### src/rtl/ex_pkg.sv
// Shared definitions for the execution dispatch stage: default widths and the
// dispatch payload layout for the default configuration.
package ex_pkg;

  localparam int EX_NUM_FU   = 3;
  localparam int EX_XLEN     = 32;
  localparam int EX_ROB_BITS = 5;
  localparam int EX_PRF_BITS = 6;
  localparam int EX_OPC_BITS = 7;
  localparam int EX_CNT_BITS = 32;

  typedef struct packed {
    logic [EX_XLEN-1:0]     a;
    logic [EX_XLEN-1:0]     b;
    logic [EX_OPC_BITS-1:0] opc;
    logic [EX_ROB_BITS-1:0] rob;
    logic [EX_PRF_BITS-1:0] dest;
    logic                   dest_vld;
    logic [EX_NUM_FU-1:0]   sel;
  } ex_disp_payload_t;

endpackage

### src/rtl/ex_skid_reg.sv
// Two-entry valid/ready skid register: the main entry drives the consumer, the
// skid entry absorbs one op accepted while main is stalled.
module ex_skid_reg #(
  parameter type T = logic
) (
  input  logic clk_i,
  input  logic rst_ni,
  input  logic flush_i,
  input  logic push_i,
  input  T     push_data_i,
  input  logic pop_i,
  output logic main_valid_o,
  output T     main_data_o,
  output logic skid_full_o,
  output logic load_main_o,
  output T     load_data_o
);

  logic main_valid_q, main_valid_d;
  logic skid_valid_q, skid_valid_d;
  T     main_q, main_d;
  T     skid_q, skid_d;
  logic main_free;

  // load_main_o marks the edge on which an op enters main, whatever its source.
  always_comb begin
    main_free    = !main_valid_q || pop_i;
    main_valid_d = main_valid_q;
    skid_valid_d = skid_valid_q;
    main_d       = main_q;
    skid_d       = skid_q;
    load_main_o  = 1'b0;
    load_data_o  = skid_valid_q ? skid_q : push_data_i;
    if (flush_i) begin
      main_valid_d = 1'b0;
      skid_valid_d = 1'b0;
    end else if (main_free) begin
      if (skid_valid_q || push_i) begin
        load_main_o  = 1'b1;
        main_valid_d = 1'b1;
        main_d       = load_data_o;
        skid_valid_d = skid_valid_q && push_i;
        if (skid_valid_q && push_i) skid_d = push_data_i;
      end else begin
        main_valid_d = 1'b0;
      end
    end else if (push_i) begin
      skid_valid_d = 1'b1;
      skid_d       = push_data_i;
    end
  end

  always_ff @(posedge clk_i or negedge rst_ni) begin
    if (!rst_ni) begin
      main_valid_q <= 1'b0;
      skid_valid_q <= 1'b0;
      main_q       <= '0;
      skid_q       <= '0;
    end else begin
      main_valid_q <= main_valid_d;
      skid_valid_q <= skid_valid_d;
      main_q       <= main_d;
      skid_q       <= skid_d;
    end
  end

  assign main_valid_o = main_valid_q;
  assign main_data_o  = main_q;
  assign skid_full_o  = skid_valid_q;

endmodule

### src/rtl/ex_dispatch_stage.sv
// Registered operand dispatch to NUM_FU execution units with skid backpressure,
// one-shot wakeup, illegal FU-select detection and a saturating stall counter.
module ex_dispatch_stage
  import ex_pkg::*;
#(
  parameter int NUM_FU   = EX_NUM_FU,
  parameter int XLEN     = EX_XLEN,
  parameter int ROB_BITS = EX_ROB_BITS,
  parameter int PRF_BITS = EX_PRF_BITS,
  parameter int OPC_BITS = EX_OPC_BITS,
  parameter int CNT_BITS = EX_CNT_BITS
) (
  input  logic                cpu_clock_i,
  input  logic                cpu_resetn_i,
  input  logic                flush_i,
  input  logic                in_valid_i,
  output logic                in_ready_o,
  input  logic [NUM_FU-1:0]   in_fu_sel_i,
  input  logic [OPC_BITS-1:0] in_opc_i,
  input  logic [XLEN-1:0]     in_rs1_data_i,
  input  logic [XLEN-1:0]     in_rs2_data_i,
  input  logic [XLEN-1:0]     in_imm_i,
  input  logic                in_use_imm_i,
  input  logic                in_zero_a_i,
  input  logic [ROB_BITS-1:0] in_rob_i,
  input  logic [PRF_BITS-1:0] in_dest_i,
  input  logic                in_dest_vld_i,
  output logic [NUM_FU-1:0]   fu_valid_o,
  input  logic [NUM_FU-1:0]   fu_ready_i,
  output logic [XLEN-1:0]     fu_a_o,
  output logic [XLEN-1:0]     fu_b_o,
  output logic [OPC_BITS-1:0] fu_opc_o,
  output logic [ROB_BITS-1:0] fu_rob_o,
  output logic [PRF_BITS-1:0] fu_dest_o,
  output logic                wakeup_valid_o,
  output logic [PRF_BITS-1:0] wakeup_dest_o,
  output logic                illegal_sel_o,
  output logic [CNT_BITS-1:0] stall_cnt_o
);

  // Same layout as ex_disp_payload_t, sized from this instance's parameters.
  typedef struct packed {
    logic [XLEN-1:0]     a;
    logic [XLEN-1:0]     b;
    logic [OPC_BITS-1:0] opc;
    logic [ROB_BITS-1:0] rob;
    logic [PRF_BITS-1:0] dest;
    logic                dest_vld;
    logic [NUM_FU-1:0]   sel;
  } payload_t;

  payload_t in_pl, main_pl, load_pl;
  logic     main_valid, skid_full, load_main;
  logic     accept, sel_legal, push, transfer, stall;

  logic                wakeup_valid_q, wakeup_valid_d;
  logic [PRF_BITS-1:0] wakeup_dest_q, wakeup_dest_d;
  logic                illegal_q, illegal_d;
  logic [CNT_BITS-1:0] stall_cnt_q, stall_cnt_d;

  assign in_ready_o = !skid_full;
  assign accept     = in_valid_i && in_ready_o && !flush_i;
  assign sel_legal  = ($countones(in_fu_sel_i) == 1);
  assign push       = accept && sel_legal;
  assign transfer   = |(fu_valid_o & fu_ready_i);
  assign stall      = main_valid && !transfer;

  always_comb begin
    in_pl          = '0;
    in_pl.a        = in_zero_a_i ? '0 : in_rs1_data_i;
    in_pl.b        = (in_use_imm_i || in_zero_a_i) ? in_imm_i : in_rs2_data_i;
    in_pl.opc      = in_zero_a_i ? '0 : in_opc_i;
    in_pl.rob      = in_rob_i;
    in_pl.dest     = in_dest_i;
    in_pl.dest_vld = in_dest_vld_i;
    in_pl.sel      = in_fu_sel_i;
  end

  ex_skid_reg #(.T(payload_t)) u_skid (
    .clk_i        (cpu_clock_i),
    .rst_ni       (cpu_resetn_i),
    .flush_i      (flush_i),
    .push_i       (push),
    .push_data_i  (in_pl),
    .pop_i        (transfer),
    .main_valid_o (main_valid),
    .main_data_o  (main_pl),
    .skid_full_o  (skid_full),
    .load_main_o  (load_main),
    .load_data_o  (load_pl)
  );

  always_comb begin
    wakeup_valid_d = load_main && load_pl.dest_vld;
    wakeup_dest_d  = load_main ? load_pl.dest : wakeup_dest_q;
    illegal_d      = accept && !sel_legal;
    stall_cnt_d    = stall_cnt_q;
    if (stall && (stall_cnt_q != '1)) stall_cnt_d = stall_cnt_q + 1'b1;
  end

  always_ff @(posedge cpu_clock_i or negedge cpu_resetn_i) begin
    if (!cpu_resetn_i) begin
      wakeup_valid_q <= 1'b0;
      wakeup_dest_q  <= '0;
      illegal_q      <= 1'b0;
      stall_cnt_q    <= '0;
    end else begin
      wakeup_valid_q <= wakeup_valid_d;
      wakeup_dest_q  <= wakeup_dest_d;
      illegal_q      <= illegal_d;
      stall_cnt_q    <= stall_cnt_d;
    end
  end

  assign fu_valid_o     = main_valid ? main_pl.sel : '0;
  assign fu_a_o         = main_pl.a;
  assign fu_b_o         = main_pl.b;
  assign fu_opc_o       = main_pl.opc;
  assign fu_rob_o       = main_pl.rob;
  assign fu_dest_o      = main_pl.dest;
  assign wakeup_valid_o = wakeup_valid_q;
  assign wakeup_dest_o  = wakeup_dest_q;
  assign illegal_sel_o  = illegal_q;
  assign stall_cnt_o    = stall_cnt_q;

endmodule

### config.mk
export PLATFORM = sky130hd
export DESIGN_NAME = ex_dispatch_stage
export DESIGN_NICKNAME = d
export VERILOG_FILES = /design/src/rtl/ex_pkg.sv /design/src/rtl/ex_skid_reg.sv /design/src/rtl/ex_dispatch_stage.sv
export SDC_FILE = /design/constraint.sdc
export NUM_CORES = 1
export LEC_CHECK = 0
export BUFFER_PORTS_ARGS = -buffer_cell sky130_fd_sc_hd__buf_2
export CELL_PAD_IN_SITES_DETAIL_PLACEMENT = 1
export CELL_PAD_IN_SITES_GLOBAL_PLACEMENT = 1
export CORE_MARGIN = 8
export CORE_UTILIZATION = 40
export CTS_BUF_LIST = sky130_fd_sc_hd__clkbuf_8
export DETAILED_ROUTE_END_ITERATION = 8
export PLACE_DENSITY_LB_ADDON = 0.1
export SETUP_SLACK_MARGIN = 0.2
export SYNTH_ARGS = -nofsm -noshare
export SYNTH_HDL_FRONTEND = slang
export SYNTH_HIERARCHICAL = 1
export SYNTH_SLANG_ARGS = --single-unit
### constraint.sdc
create_clock -name cpu_clock_i -period 2.4 [get_ports cpu_clock_i]
set_input_delay 0.36 -clock cpu_clock_i [delete_from_list [all_inputs] [get_ports cpu_clock_i]]
set_output_delay 0.36 -clock cpu_clock_i [all_outputs]
set_load 0.02 [all_outputs]
# After elaboration in Yosys (flattened, before gate mapping)
# Index checks and enable logic that the tools add are counted.
[totals]
register_bits = 213
elab_cells = 70
in_bits = 127
output_inout_bits = 126
[classes]
n_reduce_logical = 23
add_sub_neg = 3
mux = 18
n_bitwise = 2
n_eq_ne = 5
[op_table]
columns = ["op", "count"]
rows = [
  ["$mux W86", 5],
  ["$mux W32", 2],
  ["$add A32 B1 Y32 const B", 1],
  ["$ne A32 B32 Y1 const B", 1],
  ["$mux W1", 9],
  ["$logic_and A1 B1 Y1", 8],
  ["$mux W7", 1],
  ["$logic_not A1 Y1", 5],
  ["$ne A2 B2 Y1 const B", 2],
  ["$reduce_and A4 Y1", 1],
  ["$reduce_bool A2 Y1", 2],
  ["$add A2 B1 Y3", 1],
  ["$and A3 B3 Y3", 1],
  ["$eq A3 B1 Y1 const B", 1],
  ["$logic_or A1 B1 Y1", 3],
  ["$mux W3", 1],
  ["$ne A3 B3 Y1 const B", 1],
  ["$reduce_and A3 Y1", 1],
  ["$reduce_bool A3 Y1", 1],
  ["$reduce_or A3 Y1", 1],
  ["$add A1 B1 Y2", 1],
  ["$reduce_and A2 Y1", 1],
  ["$not A1 Y1", 1],
]

# Longest topological paths before layout
# Gate-level depths: netlist of run 1.
[logic_depth]
ltp_word = 9
mapped_depth = 9
depth_no_buf = 6

# Modules after synthesis
# Netlist of run 1, hierarchy kept.
[by_module_without_submodules]
columns = ["mod", "instances", "area_each_um2", "cells_each", "seq_area_each_um2"]
rows = [
  ["ex_skid_reg", 1, 7507.2, 470, 4354.2],
  ["ex_dispatch_stage", 1, 2616.3, 264, 1001.0],
]

# Least setup slack after synthesis of run 1
# OpenSTA, ideal clock, no wires.
[synth_path]
kind = "input -> register"
startpoint = "input in_fu_sel_i[0]"
endpoint = "register wakeup_dest_q[0] (netlist: wakeup_dest_o[0])"
setup_ps = 125
path_buffers = 3
t_required_ps = 2275
path_stages = 8
t_arrival_ps = 2540
slack_ps = -265
path_cell_list = "fa_1 > nor3b_1 > nor2_1 > nor3_4 > buf_4 > buf_6 > clkbuf_1 > mux2_2"
[synth_between]
elab_chain_len = 8
[synth_rtl]
columns = ["element", "line_no", "text"]
rows = [
  ["from (decl)", "ex_dispatch_stage.sv:18", "input logic [NUM_FU-1:0] in_fu_sel_i,"],
  ["$add A1 B1 Y2 (not written as such)", "ex_dispatch_stage.sv:63", "assign sel_legal = ($countones(in_fu_sel_i) == 1);"],
  ["$add A2 B1 Y3 (not written as such)", "ex_dispatch_stage.sv:63", ""],
  ["$eq A3 B1 Y1", "ex_dispatch_stage.sv:63", ""],
  ["$logic_and A1 B1 Y1", "ex_dispatch_stage.sv:64", "assign push = accept && sel_legal;"],
  ["via push", "ex_dispatch_stage.sv:54", "logic accept, sel_legal, push, transfer, stall;"],
  ["$logic_or A1 B1 Y1", "ex_skid_reg.sv:38", "if (skid_valid_q || push_i) begin"],
  ["$mux W1", "ex_skid_reg.sv:38", ""],
  ["$mux W1", "ex_skid_reg.sv:37", "end else if (main_free) begin"],
  ["$mux W1", "ex_skid_reg.sv:34", "if (flush_i) begin"],
  ["via load_main", "ex_dispatch_stage.sv:53", "logic main_valid, skid_full, load_main;"],
  ["to (signal assigned)", "ex_dispatch_stage.sv:109", "wakeup_dest_q <= wakeup_dest_d;"],
  ["to (decl)", "ex_dispatch_stage.sv:57", "logic [PRF_BITS-1:0] wakeup_dest_q, wakeup_dest_d;"],
]
# The timed path passes the listed nets, and every way through them passes these cells.
# A chain may end at the register's enable or synchronous reset.

# Worst setup path after layout of run 1
[layout_path]
startpoint = "register u_skid.main_q, in the netlist u_skid/main_data_o[0]"
endpoint = "register stall_cnt_q[30] (netlist: stall_cnt_o[30])"
[layout_between]
elab_chain_len = 6
[layout_rtl]
columns = ["element", "line_no", "text"]
rows = [
  ["from (decl)", "ex_skid_reg.sv:21", "T main_q, main_d;"],
  ["from (signal assigned)", "ex_skid_reg.sv:62", "main_q <= main_d;"],
  ["$mux W3", "ex_dispatch_stage.sv:115", "assign fu_valid_o = main_valid ? main_pl.sel : '0;"],
  ["$and A3 B3 Y3", "ex_dispatch_stage.sv:65", "assign transfer = |(fu_valid_o & fu_ready_i);"],
  ["$reduce_or A3 Y1", "ex_dispatch_stage.sv:65", ""],
  ["$logic_not A1 Y1", "ex_dispatch_stage.sv:66", "assign stall = main_valid && !transfer;"],
  ["$logic_and A1 B1 Y1", "ex_dispatch_stage.sv:66", ""],
  ["$logic_and A1 B1 Y1", "ex_dispatch_stage.sv:98", "if (stall && (stall_cnt_q != '1)) stall_cnt_d = stall_cnt_q + 1'b1;"],
  ["to (signal assigned)", "ex_dispatch_stage.sv:111", "stall_cnt_q <= stall_cnt_d;"],
  ["to (decl)", "ex_dispatch_stage.sv:59", "logic [CNT_BITS-1:0] stall_cnt_q, stall_cnt_d;"],
]
# No other way between the ends.

==> results of run 1 <==
how the worst max path moves through the flow:
stage	startpoint	endpoint	slack (ps)
final	u_skid/main_data_o[0]	stall_cnt_o[30]	140
after global routing	u_skid/main_data_o[0]	stall_cnt_o[30]	90
after CTS	u_skid/main_data_o[0]	stall_cnt_o[30]	90
after detailed placement	in_fu_sel_i[2]	u_skid/main_data_o[60]	-20
after global placement	in_fu_sel_i[2]	u_skid/main_data_o[21]	4
after floorplan	in_fu_sel_i[2]	wakeup_dest_o[0]	50
state kept, by name, indices dropped and copies added, names as in the netlist:
name / flops
u_skid/main_data_o: 85
u_skid/skid_q: 86
u_skid/skid_full_o: 1
wakeup_dest_o: 6
wakeup_valid_o: 1
illegal_sel_o: 1
u_skid/main_valid_o: 1
stall_cnt_o: 32
area by class of cell:
cell class                      count  area (um2)
Timing Repair Buffer              308        2000
Tap cell                          330         413
Antenna cell                        1        2.50
Sequential cell                   213        5340
Multi-Input combinational cell    472        4730
Fill cell                        2649       11700
Clock inverter                     19        78.8
Clock buffer                       48         661
Inverter                            6        22.5
worst max-delay path, cell delays in order (launching register included):
cell and delay (ps):
dfrtp_1 390, a222oi_1 340, buf_4 200, nand2_4 50, or4_4 530, or4_4 510
xnor2_2 140
power breakdown:
part | internal (W) | switching [W] | total [W]
Clock | 0.00179 | 0.00148 | 0.00327
Combinational | 0.00118 | 0.00134 | 0.00253
Sequential | 0.00420 | 0.000362 | 0.00456
routing by layer:
| metal | track usage [%] | up-vias |
|---|---|---|
| li1 | - | 3258 |
| met4 | 5.86 | 0 |
| met3 | 4.25 | 43 |
| met1 | 21.6 | 3540 |
| met2 | 28.3 | 200 |
| met5 | 0 | - |
repair_timing:
item                                    in CTS  in global routing
hold endpoints to repair                    33                  0
resized for setup                            7                 40
setup buffers                                0                  3
pin swaps                                    2                  3
hold buffers                                 1                  0
gates cloned                                 2                  4
endpoints found under the setup margin      67                121
per-stage QoR:
step | TNS, ps | setup slack [ps] | util (%)
after floorplan | 0 | 49.7 | -
after global placement | 0 | 3.59 | 48.6
after detailed placement | -225 | -20.7 | 48.6
after CTS | 0 | 86.0 | 52.0
after global routing | 0 | 90.6 | 53.1
final | 0 | 143 | 53.1
==> run metrics, run 1 <==
Tmin final 2260 ps; Hold Path Stages 2; number of top-level pins 253; Initial Util 40.4%; pin count of the biggest net entering global routing a little over 90; fin crit share 94.0%; Max Transition Viols Final 0; std cell rows 58; DRC Markers 0; met2 wire length roughly 13000 um; core area 25000 um2; Vias 7041; unrepaired setup endpoints after global routing true; Crit. End Element register; worst slew pin tran 573 ps; vias per cell 5.04; CTS tree done; min-delay worst type in -> reg; fin area 13300 um2; final WL roughly 27000 um; # clock sinks 213; number of global-route vias before repair just under 8000; GPL Wtd Cong between 0.7 and 0.8; Die W 175 um; # setup viols final 0; 1st-pass router iterations 4; CP Data Required Time 2810 ps; most common cell after layout, fill and taps aside mux2_2; reg2reg end stall_cnt_o[30]; Detail Route Antenna Nets 0; skew final 23.4 ps; yosys warns 6; leakage power 6.66 nW; minimum hold slack 77.8 ps; Worst Setup Path Type reg -> reg; CTS Root Cell clkbuf_8; top layer used by detailed routing met4; headroom to the max-slew limit 61.8%; ratio of cells with drive above 1 in the final layout 64.4%; Fin. Hold Viols 0; Mapped Area 10100 um2; TritonCTS buffer count 39; # port buffers 252; Post-Place Cell Area around 12000 um2; crit path max fanout 3; first-pass GRT wire length 42700 um; Met1 Wirelength roughly 12000 um; Final Non-Filler Cells 1397; Die Y 175 um; htree depth 2; WP data arrival 2660 ps; number of antenna violations at the first check in global routing 1; R2R cell count 6; Reg clk slew, reported paths approximately 60 ps; DPL Wire Length 18700 um; Max VDD drop 0.404 mV; Area Growth Syn to Fin 31.4%; maximum clock insertion buffer count 3; status finished clean; setup slack, reg-to-reg 140 ps; HP Start in_dest_i[0]; Total Power 0.0104 W; DR WL/cell approximately 20 um; post-synthesis net count 861; Hold EP u_skid/skid_q[4]; full die area 30600 um2; Syn Area/Cell about 14 um2; final-stage net count 1169; clock latency on the worst-skew pair 520 ps; number of DRC markers in iteration 0 240; Total GRT Usage about 17%; GRT overflow 0; gate count after technology mapping 732; PwrDens roughly 800 nW/um2; Placed Cells incl. Taps 1319; most frequent cells in the layout mux2_2, buf_2, dfrtp_1; max_cap viols 0; reg2reg start u_skid/main_data_o[0]; CP startpoint kind register; FMAX 443 MHz; metal3 WL 1410 um
Note: power is estimated with default switching activity, not from simulation.
==> inputs of run 2 (changes only) <==
Settings changed: ABC_AREA set to 1, CORE_UTILIZATION 40 to 36, SLEW_MARGIN set to 20.
==> run metrics, run 2 <==
most frequent cells in the layout nand2_1, buf_2, dfrtp_1; unrepaired setup endpoints after global routing false; slowest stage delay, CP 550 ps (+20 ps); Area Growth Syn to Fin 22.2%; reg2reg end u_skid/main_data_o[70]; Switching Fraction 33.6% (+2.8 points); ratio of cells with drive above 1 in the final layout 21.8% (-43 points); crit path max fanout 52 (+49); Initial Util 36.4% (-4.0 points); TritonCTS buffer count 40 (+2.6%); min-delay worst type in -> reg; antenna cell count 0 (-1); # setup viols final 0 (unchanged); WP data arrival 2450 ps (-210 ps); minimum hold slack 76.2 ps (-1.66 ps); critical path cell sequence buf_4, nor2_1, nor2_4, buf_4, nand3_1, nand2_1; number of top-level pins 253 (unchanged); Worst Setup SP u_skid/skid_full_o; met2 wire length 17800 um (+38%); yosys warns 6 (unchanged); final WL 38100 um (+40%); gate count after technology mapping 1535 (+110%); Fin. Hold Viols 0 (unchanged); 1st-pass router iterations 5 (+1); Syn Area/Cell 7.24 um2 (-47%); Vias 10800 (+53%); Met1 Wirelength 17600 um (+44%); reg2reg start u_skid/skid_full_o; Reg clk slew, reported paths 60 ps (about the same); Tmin final 2000 ps (-257 ps); pin count of the biggest net entering global routing 72 (-21%); Total GRT Usage 20.8% (+3.7 points); CTS tree done; FMAX 500 MHz (+13%); Max Transition Viols Final 0 (unchanged); clock latency on the worst-skew pair 530 ps (about the same); max_cap viols 0 (unchanged); vias per cell 4.90 (-2.7%); Die Y 192 um (+9.7%); CP Data Required Time 2850 ps (+40 ps); logic gate share of total power 22.4% (-2.0 points); clock share of power 33.3% (+1.7 points); htree depth 2 (unchanged); Top reg by flops u_skid/skid_q; max reg flops 86 (unchanged); R2R cell count 6 (unchanged); sequential power share 44.3% (+0.3 points); status finished clean; DRC Markers 0 (unchanged); CP startpoint kind register; CTS Root Cell clkbuf_8; metal3 WL 2010 um (+43%); GRT overflow 0 (unchanged); number of DRC markers in iteration 0 483 (+100%); headroom to the max-slew limit 54.4% (-7.4 points); number of global-route vias before repair 11800 (+49%); GPL Wtd Cong 0.819 (+11%); # clock sinks 213 (unchanged); core area 30500 um2 (+22%); most common cell after layout, fill and taps aside nand2_1; Crit. End Element register; leakage power 7.90 nW (+19%); # port buffers 252 (unchanged); maximum clock insertion buffer count 3 (unchanged); Setup TNS 0 ps (unchanged); Worst Setup Path Type reg -> reg; skew final 22.8 ps (-0.586 ps); number of antenna violations at the first check in global routing 3 (+2); cell mode on critical path buf_4; Mapped Area 11100 um2 (+10%); worst slew pin tran 684 ps (+111 ps); final-stage net count 1903 (+63%); Crit path max-delay family buffers and inverters; post-synthesis net count 1664 (+93%); Post-CTS Setup Bufs 0 (unchanged); critical path depth 6 (unchanged); PwrDens 749 nW/um2 (-4.2%); Worst Setup EP u_skid/main_data_o[70]; first-pass GRT wire length 62400 um (+46%); Psw 0.00341 W (+7.2%); Max VDD drop 0.418 mV (+3.3%); fin crit share 83.3% (-11 points); Die W 192 um (+9.7%); Detail Route Antenna Nets 0 (unchanged); DPL Wire Length 25700 um (+37%); P_int 0.00675 W (-5.8%); std cell rows 64 (+10%); Buf+Inv Stages, Crit Path 2 (+1); DR WL/cell 17.4 um (-11%); post_cts resized 0 (-7); slowest CP cell buf_4; full die area 36800 um2 (+20%); top layer used by detailed routing met5; setup slack, reg-to-reg 400 ps (+260 ps)
==> run 2: metal layers <==
metal / track usage, % / vias up
li1: - / 5222
met1: 27.4 / 5260
met2: 35.0 / 231
met3: 3.98 / 48
met4: 4.91 / 6
met5: 0 / -
==> run 2: cell type report <==
| cell class | count | area, um2 |
|---|---|---|
| clock buffer | 49 | 674 |
| clock inverter | 19 | 75.1 |
| fill | 3976 | 16900 |
| inverter | 76 | 290 |
| multi-input combinational | 1160 | 5110 |
| sequential | 213 | 5330 |
| tap | 396 | 495 |
| timing repair buffer | 283 | 1610 |
==> run 2: worst min path at each step <==
stage | depth (start not counted) | from | to | slack, ps
floorplan | 0 | cpu_resetn_i | illegal_sel_o | 60
global placement | 1 | cpu_resetn_i | u_skid/main_data_o[49] | 380
detailed placement | 1 | cpu_resetn_i | u_skid/main_data_o[52] | 380
CTS | 3 | in_rob_i[2] | u_skid/skid_q[12] | 50
global route | 3 | in_rob_i[1] | u_skid/skid_q[11] | 70
finish | 3 | in_rob_i[2] | u_skid/skid_q[12] | 80
==> run 2: stage by stage <==
step / total power [W] / instances / util [%] / area [um2] / setup slack, ps
finish: 0.0102 / 2196 / 44.5 / 13600 / 400
global route: 0.0107 / 2196 / 44.5 / 13600 / 242
CTS: 0.0103 / 2196 / 44.5 / 13600 / 381
detailed placement: 0.00689 / 2127 / 42.0 / 12800 / 174
global placement: 0.00684 / 2127 / 42.0 / 12800 / 164
floorplan: 0.00583 / 1535 / - / 11200 / 180
==> run 2: power by group through the flow <==
stage | registers (W) | clock network [W] | logic, W
2_1_floorplan | 0.00506 | 0 | 0.000761
3_3_place_gp | 0.00455 | 0 | 0.00228
3_5_place_dp | 0.00456 | 0 | 0.00234
4_1_cts | 0.00451 | 0.00349 | 0.00234
5_1_grt | 0.00457 | 0.00365 | 0.00252
6_report | 0.00450 | 0.00339 | 0.00228
==> run 2: worst min-delay path: stages <==
cell     delay [ps]
buf_2            90
nand3_1          60
nand2_1          60
==> run 2: timing repair <==
item / in CTS / in global routing
hold endpoints to repair: 61 / 0
hold buffers: 1 / 0
endpoints found under the setup margin: 0 / 0
==> inputs of run 3 (changes only) <==
Settings changed: ABC_AREA 1 to 0, CORE_UTILIZATION 36 to 44.
Clock period 2.4 ns to 2 ns, I/O delays scaled along.
==> run metrics, run 3 (same netlist as run 1, synthesis figures left out) <==
DR WL/cell 19.4 um (+11%); Max VDD drop 0.773 mV (+85%); Top reg by flops u_skid/skid_q; ratio of cells with drive above 1 in the final layout 65.5% (+44 points); cell mode on critical path or4_4; CP Data Required Time 2410 ps (-440 ps); critical path cell sequence a222oi_1, buf_4, nand2_4, or4_4, or4_4, xnor2_2; Die W 167 um (-13%); Final Non-Filler Cells 1391 (-37%); Area Growth Syn to Fin 33.6%; Max Transition Viols Final 0 (unchanged); full die area 28000 um2 (-24%); setup slack, reg-to-reg -400 ps (-800 ps); min-delay worst type in -> reg; post-layout util 59.7% (+15 points); most common cell after layout, fill and taps aside mux2_2; number of DRC markers in iteration 0 217 (-55%); DPL Wire Length 19600 um (-24%); minimum hold slack 35.8 ps (-40.4 ps); unrepaired setup endpoints after global routing true; status finished with violations; Vias 7154 (-34%); antenna cell count 0 (unchanged); number of antenna violations at the first check in global routing 2 (-1); Tmin final 2400 ps (+398 ps); filler cell count 2355 (-41%); core area 22600 um2 (-26%); max reg flops 86 (unchanged); # clock sinks 213 (unchanged); Crit. End Element register; number of top-level pins 253 (unchanged); Setup TNS -55730 ps (-55730 ps); Die Y 167 um (-13%); Worst Setup Path Type reg -> reg; # port buffers 252 (unchanged); Initial Util 44.7% (+8.3 points); Placed Cells incl. Taps 1317 (-38%); CP startpoint kind register; final-stage net count 1207 (-37%); maximum clock insertion buffer count 3 (unchanged); pin count of the biggest net entering global routing 84 (+17%); leakage power 6.83 nW (-14%); CTS Root Cell clkbuf_8; std cell rows 55 (-14%); Fin. Hold Viols 0 (unchanged); # setup viols final 193 (+193); Reg clk slew, reported paths 60 ps (about the same); failing checks setup timing; vias per cell 5.14 (+4.9%); headroom to the max-slew limit 66.8% (+12 points); most frequent cells in the layout mux2_2, buf_2, dfrtp_1; register area 5360 um2 (+0.56%); FMAX 417 MHz (-17%); Place WS -422 ps (-595 ps); slowest stage delay, CP 540 ps (about the same); GRT overflow 0 (unchanged); final setup margin -398 ps (-798 ps); worst slew pin tran 498 ps (-186 ps); TritonCTS buffer count 38 (-5.0%); slowest CP cell or4_4; htree depth 2 (unchanged); fin crit share 120% (+37 points); WP data arrival 2810 ps (+360 ps); first-pass GRT wire length 44100 um (-29%); area of the multi-input gates 4740 um2 (-7.3%); max_cap viols 0 (unchanged); Total GRT Usage 19.2% (-1.6 points); clock latency on the worst-skew pair 530 ps (about the same); crit path max fanout 3 (-94%); number of global-route vias before repair 8127 (-31%); CTS tree done; GPL Wtd Cong 0.765 (-6.6%); Detail Route Antenna Nets 0 (unchanged); PwrDens 903 nW/um2 (+21%); final WL 26900 um (-29%); 1st-pass router iterations 5 (unchanged); skew final 36.8 ps (+14.0 ps); DRC Markers 0 (unchanged)
## run 3: critical path, delay by kind of cell (launching register included)
| kind | cells | cell delay (ps) |
|---|---|---|
| simple gates | 3 | 1100 |
| buf+inv | 1 | 210 |
| flops | 1 | 400 |
| compound gates | 1 | 430 |
| xor+xnor | 1 | 140 |
## run 3: worst paths after layout
check	cells after the start	endpoint	from
hold / removal	2	u_skid/skid_q[4]	in_dest_i[0]
setup reg to reg	6	stall_cnt_o[30]	u_skid/main_data_o[0]
min in group asynchronous	2	u_skid/main_data_o[43]	cpu_resetn_i
max in group asynchronous	3	stall_cnt_o[30]	cpu_resetn_i
setup / recovery	6	stall_cnt_o[30]	u_skid/main_data_o[0]
hold reg to reg	1	u_skid/main_data_o[32]	u_skid/main_data_o[32]
## run 3: final cells by class
cell class	instances	share of cell area, %
tap	285	2.65
inverter	6	0.167
multi-input combinational	472	35.2
sequential	213	39.8
clock inverter	23	0.706
clock buffer	45	4.60
timing repair buffer	347	16.9
## run 3: power breakdown
group          total (W)  internal [W]  switching (W)
registers        0.00545       0.00504       0.000413
clock network    0.00378       0.00204        0.00174
logic            0.00294       0.00132        0.00161
## run 3: stage by stage
stage,cell area [um2],power [W]
after floorplan,10300,0.00713
final,13500,0.0122
after global placement,12600,0.00837
after detailed placement,12600,0.00848
after CTS,13400,0.0124
after global routing,13500,0.0128
## run 3: metal layers
layer	wire length (um)	track usage, %	share of wire [%]	vias to the layer above
met2	13300	33.2	49	193
met1	11500	23.5	43	3596
met3	1550	5.27	5.7	45
met5	21	0	0.078	-
li1	-	-	-	3316
met4	555	4.74	2.1	4
## run 3: timing repair
item,4_1_cts,5_1_grt
setup buffers,0,3
pin swaps,4,11
endpoints found under the setup margin,208,212
gates resized for setup,15,12
hold buffers,3,0
hold endpoints to repair,45,0
